**src/rtl/adc_align_pkg.sv**
```systemverilog
// Shared types and constants for the ADC lane word-alignment controller.
package adc_align_pkg;

  typedef enum logic [2:0] {
    IDLE,
    SETTLE,
    CHECK,
    SLIP,
    LOCKED,
    FAIL
  } align_state_t;

  localparam int unsigned ADC_WORD_W = 8;
  localparam logic [ADC_WORD_W-1:0] FRAME_PATTERN = 8'hF0;

endpackage

```
**src/rtl/bitslip_align_ctrl.sv**
```systemverilog
// ISERDES word-alignment controller: slips until data_i matches PATTERN, then LOCKED or FAIL.
// Optional lock monitor with automatic realign enabled by defining BITSLIP_MONITOR_EN.
module bitslip_align_ctrl
  import adc_align_pkg::*;
#(
  parameter int unsigned WIDTH          = ADC_WORD_W,
  parameter logic [WIDTH-1:0] PATTERN   = FRAME_PATTERN,
  parameter int unsigned SETTLE_CYCLES  = 4,
  parameter int unsigned MATCH_COUNT    = 16,
  parameter int unsigned MAX_SLIPS      = 8,
  parameter int unsigned MISS_LIMIT     = 4
) (
  input  logic                           CLK,
  input  logic                           RST_N,
  input  logic                           start,
  input  logic [WIDTH-1:0]               data_i,
  output logic                           bitslip,
  output logic                           busy,
  output logic                           locked,
  output logic                           fail,
  output logic                           lock_lost,
  output logic [$clog2(MAX_SLIPS+1)-1:0] slip_count
);

  localparam int unsigned SETTLE_W = $clog2(SETTLE_CYCLES + 1);
  localparam int unsigned MATCH_W  = $clog2(MATCH_COUNT + 1);
  localparam int unsigned SLIP_W   = $clog2(MAX_SLIPS + 1);

  if (SETTLE_CYCLES < 2 || MATCH_COUNT < 1 || MAX_SLIPS < 1 || MISS_LIMIT < 1) begin : g_bad_params
    $error("bitslip_align_ctrl: illegal parameter combination");
  end

  align_state_t        state_q, state_d;
  logic [SETTLE_W-1:0] settle_cnt_q, settle_cnt_d;
  logic [MATCH_W-1:0]  match_cnt_q, match_cnt_d;
  logic [SLIP_W-1:0]   slip_cnt_q, slip_cnt_d;
  logic                armed_q, armed_d;
  logic                bitslip_q, bitslip_d;
  logic                busy_q, busy_d;
  logic                locked_q, locked_d;
  logic                fail_q, fail_d;
  logic                lock_lost_d;
  logic                start_ok;

`ifdef BITSLIP_MONITOR_EN
  localparam int unsigned MISS_W = $clog2(MISS_LIMIT + 1);
  logic [MISS_W-1:0] miss_cnt_q, miss_cnt_d;
  logic              lock_lost_q;
`endif

  // armed_q stays low for the first edge after reset so a start held across release is ignored
  assign armed_d  = 1'b1;
  assign start_ok = start & armed_q;

  always_comb begin
    state_d      = state_q;
    settle_cnt_d = settle_cnt_q;
    match_cnt_d  = match_cnt_q;
    slip_cnt_d   = slip_cnt_q;
    lock_lost_d  = 1'b0;
`ifdef BITSLIP_MONITOR_EN
    miss_cnt_d   = miss_cnt_q;
`endif
    unique case (state_q)
      IDLE, FAIL: begin
        if (start_ok) begin
          state_d      = SETTLE;
          settle_cnt_d = '0;
          match_cnt_d  = '0;
          slip_cnt_d   = '0;
        end
      end
      SETTLE: begin
        if (settle_cnt_q == SETTLE_W'(SETTLE_CYCLES - 1)) begin
          state_d     = CHECK;
          match_cnt_d = '0;
        end else begin
          settle_cnt_d = settle_cnt_q + SETTLE_W'(1);
        end
      end
      CHECK: begin
        if (match_cnt_q == MATCH_W'(MATCH_COUNT)) begin
          state_d = LOCKED;
`ifdef BITSLIP_MONITOR_EN
          miss_cnt_d = '0;
`endif
        end else if (data_i == PATTERN) begin
          match_cnt_d = match_cnt_q + MATCH_W'(1);
        end else begin
          match_cnt_d = '0;
          if (slip_cnt_q == SLIP_W'(MAX_SLIPS)) begin
            state_d = FAIL;
          end else begin
            state_d    = SLIP;
            slip_cnt_d = slip_cnt_q + SLIP_W'(1);
          end
        end
      end
      SLIP: begin
        state_d      = SETTLE;
        settle_cnt_d = '0;
      end
      LOCKED: begin
        if (start_ok) begin
          state_d      = SETTLE;
          settle_cnt_d = '0;
          match_cnt_d  = '0;
          slip_cnt_d   = '0;
        end
`ifdef BITSLIP_MONITOR_EN
        else if (data_i != PATTERN) begin
          if (miss_cnt_q == MISS_W'(MISS_LIMIT - 1)) begin
            lock_lost_d  = 1'b1;
            state_d      = SETTLE;
            settle_cnt_d = '0;
            match_cnt_d  = '0;
            slip_cnt_d   = '0;
            miss_cnt_d   = '0;
          end else begin
            miss_cnt_d = miss_cnt_q + MISS_W'(1);
          end
        end else begin
          miss_cnt_d = '0;
        end
`endif
      end
      default: state_d = IDLE;
    endcase
  end

  // Outputs are decoded from the next state so they register in step with state_q
  always_comb begin
    bitslip_d = (state_d == SLIP);
    busy_d    = (state_d == SETTLE) || (state_d == CHECK) || (state_d == SLIP);
    locked_d  = (state_d == LOCKED);
    fail_d    = (state_d == FAIL);
  end

  always_ff @(posedge CLK or negedge RST_N) begin
    if (!RST_N) begin
      state_q      <= IDLE;
      settle_cnt_q <= '0;
      match_cnt_q  <= '0;
      slip_cnt_q   <= '0;
      armed_q      <= 1'b0;
      bitslip_q    <= 1'b0;
      busy_q       <= 1'b0;
      locked_q     <= 1'b0;
      fail_q       <= 1'b0;
    end else begin
      state_q      <= state_d;
      settle_cnt_q <= settle_cnt_d;
      match_cnt_q  <= match_cnt_d;
      slip_cnt_q   <= slip_cnt_d;
      armed_q      <= armed_d;
      bitslip_q    <= bitslip_d;
      busy_q       <= busy_d;
      locked_q     <= locked_d;
      fail_q       <= fail_d;
    end
  end

`ifdef BITSLIP_MONITOR_EN
  always_ff @(posedge CLK or negedge RST_N) begin
    if (!RST_N) begin
      miss_cnt_q  <= '0;
      lock_lost_q <= 1'b0;
    end else begin
      miss_cnt_q  <= miss_cnt_d;
      lock_lost_q <= lock_lost_d;
    end
  end
  assign lock_lost = lock_lost_q;
`else
  assign lock_lost = lock_lost_d;
`endif

  assign bitslip    = bitslip_q;
  assign busy       = busy_q;
  assign locked     = locked_q;
  assign fail       = fail_q;
  assign slip_count = slip_cnt_q;

endmodule

```
**config.mk**
```make
export PLATFORM = sky130hd
export DESIGN_NAME = bitslip_align_ctrl
export DESIGN_NICKNAME = d
export VERILOG_FILES = /design/src/rtl/adc_align_pkg.sv /design/src/rtl/bitslip_align_ctrl.sv
export SDC_FILE = /design/constraint.sdc
export NUM_CORES = 1
export LEC_CHECK = 0
export ABC_AREA = 1
export BUFFER_PORTS_ARGS = -buffer_cell sky130_fd_sc_hd__buf_2
export CAP_MARGIN = 20
export CORE_UTILIZATION = 50
export DETAILED_ROUTE_END_ITERATION = 6
export MAX_ROUTING_LAYER = met4
export PLACE_DENSITY = 0.86
export SYNTH_ARGS = -nofsm -noshare
export SYNTH_HDL_FRONTEND = slang
export SYNTH_SLANG_ARGS = --single-unit
```
**constraint.sdc**
```tcl
create_clock -name CLK -period 1.35 [get_ports CLK]
set_input_delay 0.0675 -clock CLK [delete_from_list [all_inputs] [get_ports CLK]]
set_output_delay 0.0675 -clock CLK [all_outputs]
set_load 0.05 [all_outputs]
```
======== Word level (Yosys, flattened, before mapping) ========
Cells that the tools add are included.
storage, ports and cells
  register bits ........................... 20
  logic and storage cells ................. 62
  output and inout bits ................... 9
cells by class
  $add $sub $neg .......................... 3
  equal/unequal tests ..................... 20
  muxes and demuxes ....................... 19
  reduce and logical (&&, ||, !) cells .... 10
  bitwise logic cells ..................... 1
operators with widths
  kind                                            count
  2-to-1 mux 3 bit                                7
  2-to-1 mux 5 bit                                4
  2-to-1 mux 4 bit                                4
  == test 3 x 2 -> 1 bit (second input constant)  5
  one-hot mux 5 bit (3 select lines)              1
  == test 3 bit (second input constant)           4
  one-hot mux 3 bit (4 select lines)              1
  inequality test 2 bit (second input constant)   5
  one-hot mux 3 bit (3 select lines)              1
  == test 8 bit (second input constant)           1
  one-hot mux 4 bit (2 select lines)              1
  == test 3 x 1 -> 1 bit (second input constant)  2
  nonzero test 3 bit                              2
  adder 5 x 1 -> 5 bit (second input constant)    1
  == test 5 bit (second input constant)           1
  AND reduction 5 bit                             1
  adder 4 x 1 -> 4 bit (second input constant)    1
  == test 4 bit (second input constant)           1
  AND reduction 4 bit                             1
  adder 3 x 1 -> 3 bit (second input constant)    1
  logical NOT 3 bit                               1
  AND reduction 3 bit                             1
  OR reduction 3 bit                              1
  logical OR 1 bit                                2
  3 further kinds                                 3

======== Depth between registers and ports, before layout ========
Gate-level depths: netlist of run 1.
  depth after elaboration ................. 8
  depth in mapped cells ................... 10

======== Least setup slack after synthesis of run 1 ========
Ideal clock, no wire load.
  kind .................................... reg-to-reg
  start point ............................. reg slip_cnt_q[0], in the netlist slip_count[0]
  end point ............................... reg slip_cnt_q[0], in the netlist slip_count[0]
  setup time .............................. 0.120 ns
  buffers on the path ..................... 0
  path slack .............................. -0.299 ns
  clock period less this slack ............ 1.649 ns
  arrival ................................. 1.529 ns
  stages on the path, launching flop included .. 9
  path through ............................ dfrtp_1 -> inv_1 -> ha_1 -> nand2_1 -> nor2_1 -> o21ai_2 -> nand2_2 -> nand2_1 -> nand2_1
between the ends
  longest elaborated chain between the ends .. 5
ends and longest elaborated chain
  item                                line                       source
  start: declaration                  bitslip_align_ctrl.sv:36   logic [SLIP_W-1:0] slip_cnt_q, slip_cnt_d;
  start signal: assignment            bitslip_align_ctrl.sv:154  slip_cnt_q <= slip_cnt_d;
  adder 4 x 1 -> 4 bit                bitslip_align_ctrl.sv:95   slip_cnt_d = slip_cnt_q + SLIP_W'(1);
  2-to-1 mux 4 bit                    bitslip_align_ctrl.sv:91   if (slip_cnt_q == SLIP_W'(MAX_SLIPS)) begin
  2-to-1 mux 4 bit                    bitslip_align_ctrl.sv:87   end else if (data_i == PATTERN) begin
  2-to-1 mux 4 bit                    bitslip_align_ctrl.sv:82   if (match_cnt_q == MATCH_W'(MATCH_COUNT)) begin
  one-hot mux 4 bit (2 select lines)  bitslip_align_ctrl.sv:64   unique case (state_q)
Several ways; a longest one is shown, not always the timed one. The select of a mux whose other input is x is not followed.
A chain may end at the register's enable or synchronous reset.

======== Final worst setup path of run 1 ========
  start point ............................. reg match_cnt_q[0]
  end point ............................... reg fail_q, in the netlist fail
between the ends
  longest elaborated chain between the ends .. 4
ends and longest elaborated chain
  item                                line                       source
  start: declaration                  bitslip_align_ctrl.sv:35   logic [MATCH_W-1:0] match_cnt_q, match_cnt_d;
  start signal: assignment            bitslip_align_ctrl.sv:153  match_cnt_q <= match_cnt_d;
  == test 5 bit                       bitslip_align_ctrl.sv:82
  2-to-1 mux 3 bit                    bitslip_align_ctrl.sv:82
  one-hot mux 3 bit (4 select lines)  bitslip_align_ctrl.sv:64
  == test 3 bit                       bitslip_align_ctrl.sv:136  fail_d = (state_d == FAIL);
  via fail_d                          bitslip_align_ctrl.sv:41   logic fail_q, fail_d;
  end signal: assignment              bitslip_align_ctrl.sv:159  fail_q <= fail_d;
  end: declaration                    bitslip_align_ctrl.sv:41
The timed path passes the listed nets, and every way through them passes these cells.

==> results of run 1 <==
synth_stat cells (2+ instances only):
cell type	n	area [um2]
o21ai_0	4	20.0
nand3_1	14	70.1
nand2_2	3	18.8
o21ai_1	3	15.0
ha_1	6	75.1
dfrtp_1	20	500
inv_2	4	15.0
nor2_1	18	67.6
o21ai_2	2	17.5
nand2_1	42	158
nor2_4	5	56.3
inv_1	17	63.8
xor2_1	2	17.5
conb_1	2	7.51
routing by layer:
metal | up-vias | GRT usage [%] | share of wire [%]
li1 | 569 | - | -
met1 | 586 | 28.7 | 38
met2 | 33 | 44.2 | 56
met3 | 12 | 3.51 | 2.7
met4 | 0 | 9.01 | 2.6
met5 | - | - | 0
what timing repair did:
action | 4_1_cts | 5_1_grt
buffers inserted | 4 | 5
gates resized for setup | 14 | 36
pin swaps | 12 | 20
endpoints found under the setup margin | 17 | 18
endpoints found under the hold margin | 20 | 0
hold buffers | 1 | 0
area by class of cell:
cell class / count / area, um2 / share of cell area, %
Multi-Input combinational cell: 112 / 792 / 45.4
Inverter: 21 / 81.3 / 4.66
Tap cell: 28 / 35.0 / 2.01
Sequential cell: 20 / 505 / 29.0
Clock buffer: 4 / 36.3 / 2.08
Timing Repair Buffer: 43 / 295 / 16.9
cells by family (layout without fill, tap and decap cells):
| family | Yosys count | count (layout) | synth area share [%] |
|---|---|---|---|
| compound gates | 12 | 12 | 6.62 |
| simple gates | 89 | 89 | 35.8 |
| buf+inv | 23 | 68 | 7.94 |
| xor+xnor | 3 | 3 | 2.14 |
| flops | 20 | 20 | 40.7 |
| fa+ha+maj | 6 | 6 | 6.11 |
| other cells | 2 | 2 | 0.611 |
through the flow:
step | hold WS [ps] | utilization (%)
after detailed placement | 41.4 | 64.7
after global placement | 34.0 | 64.7
final | 128 | 77.4
after global routing | 163 | 77.4
after CTS | 181 | 70.8
after floorplan | -228 | -
power by group through the flow:
| stage | registers, uW | logic [uW] | clock network (uW) |
|---|---|---|---|
| 3_5_place_dp | 860 | 1680 | 0 |
| 2_1_floorplan | 1090 | 996 | 0 |
| 4_1_cts | 851 | 1840 | 361 |
| 6_report | 869 | 2190 | 368 |
| 3_3_place_gp | 851 | 1610 | 0 |
| 5_1_grt | 882 | 2360 | 388 |
state kept, by name (all words and copies together) (netlist names):
| register | flops |
|---|---|
| armed_q | 1 |
| bitslip | 1 |
| busy | 1 |
| fail | 1 |
| locked | 1 |
| match_cnt_q | 5 |
| settle_cnt_q | 3 |
| slip_count | 4 |
| state_q | 3 |
critical path, cell delays in order, from the launching register on:
cell and delay (ps):
dfrtp_1 410, inv_2 80, ha_4 140, nand2_4 50, nor2_4 150, buf_4 140, inv_2 40, nand2_2 70
buf_4 130, a21oi_4 50, nor2_1 160
path summary, 6_finish.rpt:
check / startpoint / end / slack, ps / depth (start not counted)
worst max-delay path: match_cnt_q[0] / fail / -160 / 10
worst min-delay path: start / state_q[2] / 130 / 4
worst max register to register: match_cnt_q[0] / fail / -160 / 10
worst min register to register: settle_cnt_q[2] / settle_cnt_q[2] / 530 / 2
max in group asynchronous: RST_N / state_q[1] / 790 / 2
min in group asynchronous: RST_N / match_cnt_q[2] / 220 / 2
==> summary.md, run 1 <==
| Metric | Value |
|---|---|
| Share of cells above drive strength 1 | `51.5%` |
| Chip height | `51.6 um` |
| Post-DRT Antenna Nets | `0` |
| Vias in the first global route | `1109` |
| Max_cap viols | `0` |
| Initial DRC count | `34` |
| Post-route total power | `3430 uW` |
| H-tree depth | `1` |
| Placed insts | `214` |
| Seq/Total Area, Yosys | `40.7%` |
| Critical Path Start Type | `flip-flop` |
| Kind of critical path | `reg2reg` |
| VDD IR max | `1.53 mV` |
| CTS tree | `done` |
| Final #Nets | `218` |
| Commonest non-fill, non-tap cells in the layout | `28 x nand2_1, 20 x buf_4, 18 x buf_2, 16 x dfrtp_1, 15 x nor2_1` |
| Clock root cell | `clkbuf_4` |
| Internal power | `1780 uW` |
| Final Wtd Congestion | `0.874` |
| Synth Net Count | `172` |
| Die area | `0.00266 mm2` |
| Core Area | `0.00225 mm2` |
| Clock sinks | `20` |
| Setup tns final | `-932 ps` |
| Antenna Cells | `0` |
| Fill count | `149` |
| Starting Density | `54.5%` |
| Number of synthesized flops with an enable pin | `0` |
| Status | `complete, but fails checks` |
| Largest net degree at the start of global routing | `21` |
| Yosys reg bits | `20` |
| Worst slack at placement | `-71.7 ps` |
| Synth-to-layout area growth | `42.1%` |
| Half-perimeter wire length after placement | `1.90 mm` |
| Commonest non-fill, non-tap cell in the layout | `nand2_1` |
| Hold Path Class | `in2reg` |
| Comb power frac | `63.9%` |
| Worst Path Arrival | `1750 ps` |
| LEAKAGE | `0.000873 uW` |
| RSZ-0062 raised after global routing | `true` |
| Top-Level Pins | `20` |
| Final setup viols | `14` |
| Worst Setup End Kind | `flip-flop` |
| Drt pass-1 iters | `4` |
| Synth Cell Area | `0.00123 mm2` |
| Initial antenna violation count | `0` |
| DR WL/cell | `14.8 um` |
| Power per Cell Area | `1970 mW/mm2` |
| First-pass GRT wire length | `4.73 mm` |
| Drt total wl | `3.36 mm` |
| Vias post-DR | `1200` |
| Clock Latency Late Sink | `320 ps` |
| Total global routing overflow | `0` |
| Asr flop ratio synth | `100%` |
| DRC errors left | `0` |
| Fmax | `0.664 GHz` |
| Clock network fraction of total power | `10.7%` |
| Reg clk slew, reported paths | `120 ps` |
| Final period util | `112%` |
| Failing checks | `setup timing` |
| P_sw | `1650 uW` |
| Yosys warning count | `0` |
| Distinct cells, synth | `27` |
| Avg Synthesized Cell Area | `7.93 um2` |
| GRT Total Usage | `25.0%` |
| Num CTS Buffers | `3` |
| Final WS setup | `-157 ps` |
| Final min period | `1510 ps` |
| Most used DFF post-synth | `dfrtp_1` |
| Die Width | `51.6 um` |
| Via density | `5.26` |
| Max Root-Sink Buffers | `2` |
| Cell area after layout | `0.00175 mm2` |
| Sw frac | `48.1%` |
| Max Slew Vio Count | `0` |
| Worst Skew | `1.17 ps` |
| Critical path fanouts, max | `3` |
| Port Buf Inserts | `18` |
| Fin. Hold Viols | `0` |
| Mapped Cells | `155` |
| WP data required | `1590 ps` |
| Part of the power in registers | `25.3%` |
| # rows | `17` |
| Final std cells w/o fill | `228` |
| Dpl cell area | `0.00146 mm2` |
Note: power is estimated with default switching activity, not from simulation.
==> run 2: changes to the inputs <==
--- a/config.mk
+++ b/config.mk
@@ -8,10 +8,10 @@
 export ABC_AREA = 1
 export BUFFER_PORTS_ARGS = -buffer_cell sky130_fd_sc_hd__buf_2
 export CAP_MARGIN = 20
-export CORE_UTILIZATION = 50
+export CORE_UTILIZATION = 55
 export DETAILED_ROUTE_END_ITERATION = 6
 export MAX_ROUTING_LAYER = met4
-export PLACE_DENSITY = 0.86
+export PLACE_DENSITY = 0.89
 export SYNTH_ARGS = -nofsm -noshare
 export SYNTH_HDL_FRONTEND = slang
 export SYNTH_SLANG_ARGS = --single-unit
==> constraint.sdc (replaced) <==
create_clock -name CLK -period 1.5 [get_ports CLK]
set_input_delay 0.3 -clock CLK [delete_from_list [all_inputs] [get_ports CLK]]
set_output_delay 0.3 -clock CLK [all_outputs]
set_load 0.05 [all_outputs]
==> summary.md, run 2 (synthesis results as in run 1) <==
| Metric | Value |
|---|---|
| Final Wtd Congestion | `0.964 (+10%)` |
| Largest net degree at the start of global routing | `21 (unchanged)` |
| Max Slew Vio Count | `0 (unchanged)` |
| H-tree depth | `1 (unchanged)` |
| Post-DRT Antenna Nets | `0 (unchanged)` |
| Dpl cell area | `0.00137 mm2 (-5.8%)` |
| Final WS setup | `-48.5 ps (+108 ps)` |
| Final min period | `1550 ps (+41.7 ps)` |
| Top-Level Pins | `20 (unchanged)` |
| R2R Setup Slk | `-50 ps (+110 ps)` |
| CTS tree | `done` |
| Worst Skew | `1.93 ps (+0.766 ps)` |
| Die area | `0.00243 mm2 (-8.7%)` |
| Num CTS Buffers | `3 (unchanged)` |
| Worst Setup End Kind | `flip-flop` |
| # rows | `16 (-1)` |
| CP max-delay cell | `dfrtp_2` |
| Final period util | `103% (-8.4 points)` |
| CP max stage delay | `410 ps (about the same)` |
| WP buf/inv | `1 (-3)` |
| Hold slack | `438 ps (+310 ps)` |
| Final #Nets | `209 (-4.1%)` |
| Drt total wl | `3.29 mm (-2.3%)` |
| Worst Path Arrival | `1750 ps (about the same)` |
| Via density | `5.46 (+3.7%)` |
| Synth-to-layout area growth | `29.1%` |
| Max reg flops | `5 (unchanged)` |
| Vias in the first global route | `1124 (+1.4%)` |
| Starting Density | `60.8% (+6.3 points)` |
| Half-perimeter wire length after placement | `2.04 mm (+7.3%)` |
| Clock root cell | `clkbuf_4` |
| Post-route total power | `2930 uW (-15%)` |
| Final setup viols | `3 (-11)` |
| GRT Total Usage | `26.5% (+1.5 points)` |
| Kind of critical path | `reg2reg` |
| Die Width | `49.3 um (-4.5%)` |
| WP data required | `1710 ps (+120 ps)` |
| Max_cap viols | `0 (unchanged)` |
| Vias post-DR | `1190 (-0.83%)` |
| DRC errors left | `0 (unchanged)` |
| Fmax | `0.646 GHz (-2.7%)` |
| Fin. Hold Viols | `0 (unchanged)` |
| Total global routing overflow | `0 (unchanged)` |
| Core Area | `0.00202 mm2 (-10%)` |
| Failing checks | `setup timing` |
| Critical path fanouts, max | `4 (+1)` |
| LEAKAGE | `0.000817 uW (-6.4%)` |
| Max Root-Sink Buffers | `2 (unchanged)` |
| Antenna Cells | `0 (unchanged)` |
| Port Buf Inserts | `18 (unchanged)` |
| Commonest non-fill, non-tap cells in the layout | `39 x nand2_1, 18 x buf_2, 17 x dfrtp_1, 15 x buf_4, 14 x inv_1` |
| Placed insts | `203 (-5.1%)` |
| Clock Latency Late Sink | `320 ps (about the same)` |
| Initial DRC count | `47 (+38%)` |
| Drt pass-1 iters | `4 (unchanged)` |
| Cell area after layout | `0.00159 mm2 (-9.1%)` |
| Critical Path Start Type | `flip-flop` |
| Reg clk slew, reported paths | `120 ps (about the same)` |
| Share of cells above drive strength 1 | `41.4% (-10 points)` |
| VDD IR max | `1.53 mV (+0.12%)` |
| Most Frequent Cell on Critical Path | `nand2_1` |
| Crit-path cells | `inv_1 > ha_1 > nand2_1 > nor2_2 > nand2_1 > nand2_1 > a21oi_1 > nor2_2` |
| CP delay by family, top | `simple AND/OR/NAND/NOR gates` |
| Top reg by flops | `match_cnt_q` |
| Hold Path Class | `in2async` |
| DR WL/cell | `15.1 um (+2.1%)` |
| Clock sinks | `20 (unchanged)` |
| Status | `complete, but fails checks` |
| Commonest non-fill, non-tap cell in the layout | `nand2_1` |
| First-pass GRT wire length | `4.72 mm (-0.30%)` |
| Power per Cell Area | `1850 mW/mm2 (-6.0%)` |
| Final std cells w/o fill | `218 (-4.4%)` |
| Chip height | `49.3 um (-4.5%)` |
| Initial antenna violation count | `0 (unchanged)` |
-- run 2: layout make-up --
class                      count  area [um2]
fill                         142         435
inverter                      21        78.8
sequential                    20         504
timing repair buffer          34         213
multi-input combinational    112         721
tap                           27        33.8
clock buffer                   4        36.3
-- run 2: path summary, 6_finish.rpt --
kind | startpoint | to | cells past startpoint
worst min-delay path | RST_N | match_cnt_q[2] | 2
worst max-delay path | slip_count[0] | locked | 8
worst min register to register | settle_cnt_q[2] | settle_cnt_q[2] | 2
max in group asynchronous | RST_N | slip_count[0] | 2
min in group CLK | start | state_q[0] | 5
worst max register to register | slip_count[0] | locked | 8
-- run 2: repair_timing --
item / CTS / global route
endpoints found under the setup margin: 7 / 13
pin swaps: 1 / 11
hold buffers: 1 / 0
gates resized for setup: 2 / 25
endpoints found under the hold margin: 20 / 0
buffers inserted: 0 / 10
-- run 2: where the power goes --
| part | switching (uW) | internal (uW) | total [uW] |
|---|---|---|---|
| sequential | 113 | 672 | 784 |
| combinational | 1150 | 659 | 1810 |
| clock | 190 | 149 | 338 |
| total | 1450 | 1480 | 2930 |
-- run 2: metrics by stage --
stage / util, % / setup TNS (ps) / worst slack (ps)
after floorplan: - / 0 / 13.0
after global placement: 67.9 / 0 / 88.1
after detailed placement: 67.9 / -49.2 / -36.9
after CTS: 70.6 / 0 / 5.65
after global routing: 78.5 / -449 / -146
final: 78.5 / -85.8 / -48.5
-- run 2: layer usage --
layer  GRT usage (%)  up-vias  wire length [um]
met3            3.43       12               155
met2            47.5       42              1820
li1                -      551                 -
met1            30.3      585              1230
met4            8.33        0                84
met5               -        -                 0
==> run 3: changes to the inputs <==
--- a/config.mk
+++ b/config.mk
@@ -8,7 +8,9 @@
 export ABC_AREA = 1
 export BUFFER_PORTS_ARGS = -buffer_cell sky130_fd_sc_hd__buf_2
 export CAP_MARGIN = 20
-export CORE_UTILIZATION = 55
+export CELL_PAD_IN_SITES_DETAIL_PLACEMENT = 0
+export CELL_PAD_IN_SITES_GLOBAL_PLACEMENT = 2
+export CORE_UTILIZATION = 32
 export DETAILED_ROUTE_END_ITERATION = 6
 export MAX_ROUTING_LAYER = met4
 export PLACE_DENSITY = 0.89
==> summary.md, run 3 (synthesis results as in run 1) <==
| Metric | Value |
|---|---|
| Synth-to-layout area growth | `25.7%` |
| Final Wtd Congestion | `0.764 (-21%)` |
| Initial DRC count | `18 (-62%)` |
| Top-Level Pins | `20 (unchanged)` |
| H-tree depth | `1 (unchanged)` |
| Status | `completed` |
| Die Width | `64.0 um (+30%)` |
| Vias post-DR | `1005 (-16%)` |
| DR WL/cell | `10.1 um (-33%)` |
| Vias in the first global route | `965 (-14%)` |
| Internal power | `1380 uW (-6.9%)` |
| P_sw | `1220 uW (-16%)` |
| Post-DRT Antenna Nets | `0 (unchanged)` |
| Worst Skew | `6.26 ps (+4.33 ps)` |
| Clock sinks | `20 (unchanged)` |
| Post-route total power | `2600 uW (-11%)` |
| RSZ-0062 raised after global routing | `true` |
| Die area | `0.00409 mm2 (+69%)` |
| Critical Path Start Type | `flip-flop` |
| CP max-delay cell | `dfrtp_1` |
| Starting Density | `33.6% (-27 points)` |
| Worst Setup End Kind | `flip-flop` |
| Antenna Cells | `0 (unchanged)` |
| Final period util | `93.4% (-9.8 points)` |
| Share of cells above drive strength 1 | `35.7% (-5.7 points)` |
| Half-perimeter wire length after placement | `1.87 mm (-8.4%)` |
| Core Area | `0.00366 mm2 (+81%)` |
| Max reg flops | `5 (unchanged)` |
| Seq. cell area | `503 um2 (-0.25%)` |
| Max Slew Vio Count | `0 (unchanged)` |
| Clock root cell | `clkbuf_8` |
| Setup tns final | `0 ps (+85.8 ps)` |
| Crit-path cells | `ha_1 > ha_2 > nor2_4 > inv_2 > nand2_2 > nor2_2 > nand3_1 > nor2_1` |
| LEAKAGE | `0.000790 uW (-3.4%)` |
| Sw frac | `47.1% (-2.4 points)` |
| Max_cap viols | `0 (unchanged)` |
| Clock Latency Late Sink | `260 ps (-60 ps)` |
| Via density | `4.31 (-21%)` |
| Critical path fanouts, max | `4 (unchanged)` |
| Beginning of the worst hold path | `start` |
| Cell area after layout | `0.00154 mm2 (-2.7%)` |
| Comb power frac | `56.5% (-5.2 points)` |
| Hold Path Class | `in2reg` |
| Fill count | `387 (+170%)` |
| CP max stage delay | `400 ps (about the same)` |
| Hold Path Depth | `4` |
| Drt total wl | `2.35 mm (-28%)` |
| CP delay by family, top | `simple AND/OR/NAND/NOR gates` |
| Worst Path Arrival | `1540 ps (-210 ps)` |
| Dpl cell area | `0.00142 mm2 (+3.0%)` |
| Final WS setup | `98.6 ps (+147 ps)` |
| Largest net degree at the start of global routing | `21 (unchanged)` |
| Worst slack at placement | `13.6 ps (+50.5 ps)` |
| First-pass GRT wire length | `4.12 mm (-13%)` |
| Commonest non-fill, non-tap cells in the layout | `39 x nand2_1, 18 x dfrtp_1, 18 x buf_2, 15 x inv_1, 14 x nor2_1` |
| Initial antenna violation count | `0 (unchanged)` |
| # rows | `22 (+6)` |
| WP data required | `1640 ps (-70 ps)` |
| Drt pass-1 iters | `4 (unchanged)` |
| Min-Delay Endpoint | `state_q[2]` |
| CTS tree | `done` |
| WP buf/inv | `1 (unchanged)` |
| Max Root-Sink Buffers | `2 (unchanged)` |
| R2R Setup Slk | `100 ps (+150 ps)` |
| RR Endpoint | `locked` |
| Chip height | `64.0 um (+30%)` |
| VDD IR max | `1.07 mV (-30%)` |
| Port Buf Inserts | `18 (unchanged)` |
| Part of the power in registers | `29.7% (+2.9 points)` |
| Total global routing overflow | `0 (unchanged)` |
| Clock network fraction of total power | `13.8% (+2.2 points)` |
| Reg clk slew, reported paths | `70 ps (-50 ps)` |
| Final setup viols | `0 (-3)` |
| Reg2Reg Launch Point | `settle_cnt_q[0]` |
| Commonest non-fill, non-tap cell in the layout | `nand2_1` |
| Power per Cell Area | `1680 mW/mm2 (-8.8%)` |
| DRC errors left | `0 (unchanged)` |
| Multi-input logic area | `687 um2 (-4.7%)` |
| GRT Total Usage | `13.2% (-13 points)` |
| Final #Nets | `203 (-2.9%)` |
| R2R depth | `8 (unchanged)` |
| Num CTS Buffers | `3 (unchanged)` |
| Final min period | `1400 ps (-147 ps)` |
| Kind of critical path | `reg2reg` |
| Fmax | `0.714 GHz (+10%)` |
| Top reg by flops | `match_cnt_q` |
| Fin. Hold Viols | `0 (unchanged)` |
run 3: cell count changes in the layout (fill, tap and decap cells not counted), sizes merged:
cell / previous run / this run
buf: 33 / 27
run 3: power groups by stage:
stage / sequential, uW / clock, uW / combinational [uW]
3_5_place_dp: 778 / 0 / 1400
3_3_place_gp: 778 / 0 / 1390
4_1_cts: 771 / 381 / 1400
6_report: 772 / 358 / 1470
2_1_floorplan: 980 / 0 / 888
5_1_grt: 789 / 400 / 1660
run 3: routing by layer:
metal | share of wire, % | GRT usage [%] | vias up
met2 | 50 | 21.8 | 7
met1 | 46 | 16.5 | 459
met4 | 0.47 | 1.70 | 0
met5 | 0 | - | -
met3 | 2.6 | 3.75 | 2
li1 | - | - | 537
run 3: what timing repair did:
item / in CTS / in global routing
hold buffers: 1 / 0
endpoints found under the hold margin: 10 / 0
setup buffers: 0 / 3
resized for setup: 0 / 19
setup endpoints to repair: 0 / 9
run 3: worst register-to-register path, cell delays in order (launching register included):
cell	delay, ps
dfrtp_1	400
ha_1	210
ha_2	190
nor2_4	190
inv_2	80
nand2_2	60
nor2_2	40
nand3_1	80
nor2_1	50
run 3: area by class of cell:
| class | count | area share (%) |
|---|---|---|
| repair buffers | 28 | 10.9 |
| well taps | 48 | 3.89 |
| flip-flops and latches | 20 | 32.6 |
| inverters | 21 | 5.27 |
| clock buffers | 4 | 2.92 |
| multi-input cells | 112 | 44.5 |
run 3: how the worst max path moves through the flow:
stage / from / to / slack (ps) / cells after the start
finish: settle_cnt_q[0] / locked / 100 / 8
global route: match_cnt_q[1] / locked / -20 / 10
CTS: match_cnt_q[0] / slip_count[2] / 3 / 11
detailed placement: match_cnt_q[0] / slip_count[2] / 10 / 11
global placement: match_cnt_q[0] / slip_count[3] / 60 / 11
floorplan: slip_count[0] / slip_count[2] / 10 / 8
run 3: through the flow:
stage | hold WS (ps) | instances | util, %
after CTS | 478 | 231 | 40.2
after detailed placement | 279 | 226 | 38.7
final | 472 | 233 | 42.2
after global routing | 496 | 233 | 42.2
after global placement | 271 | 226 | 38.7
after floorplan | 4.41 | 155 | -
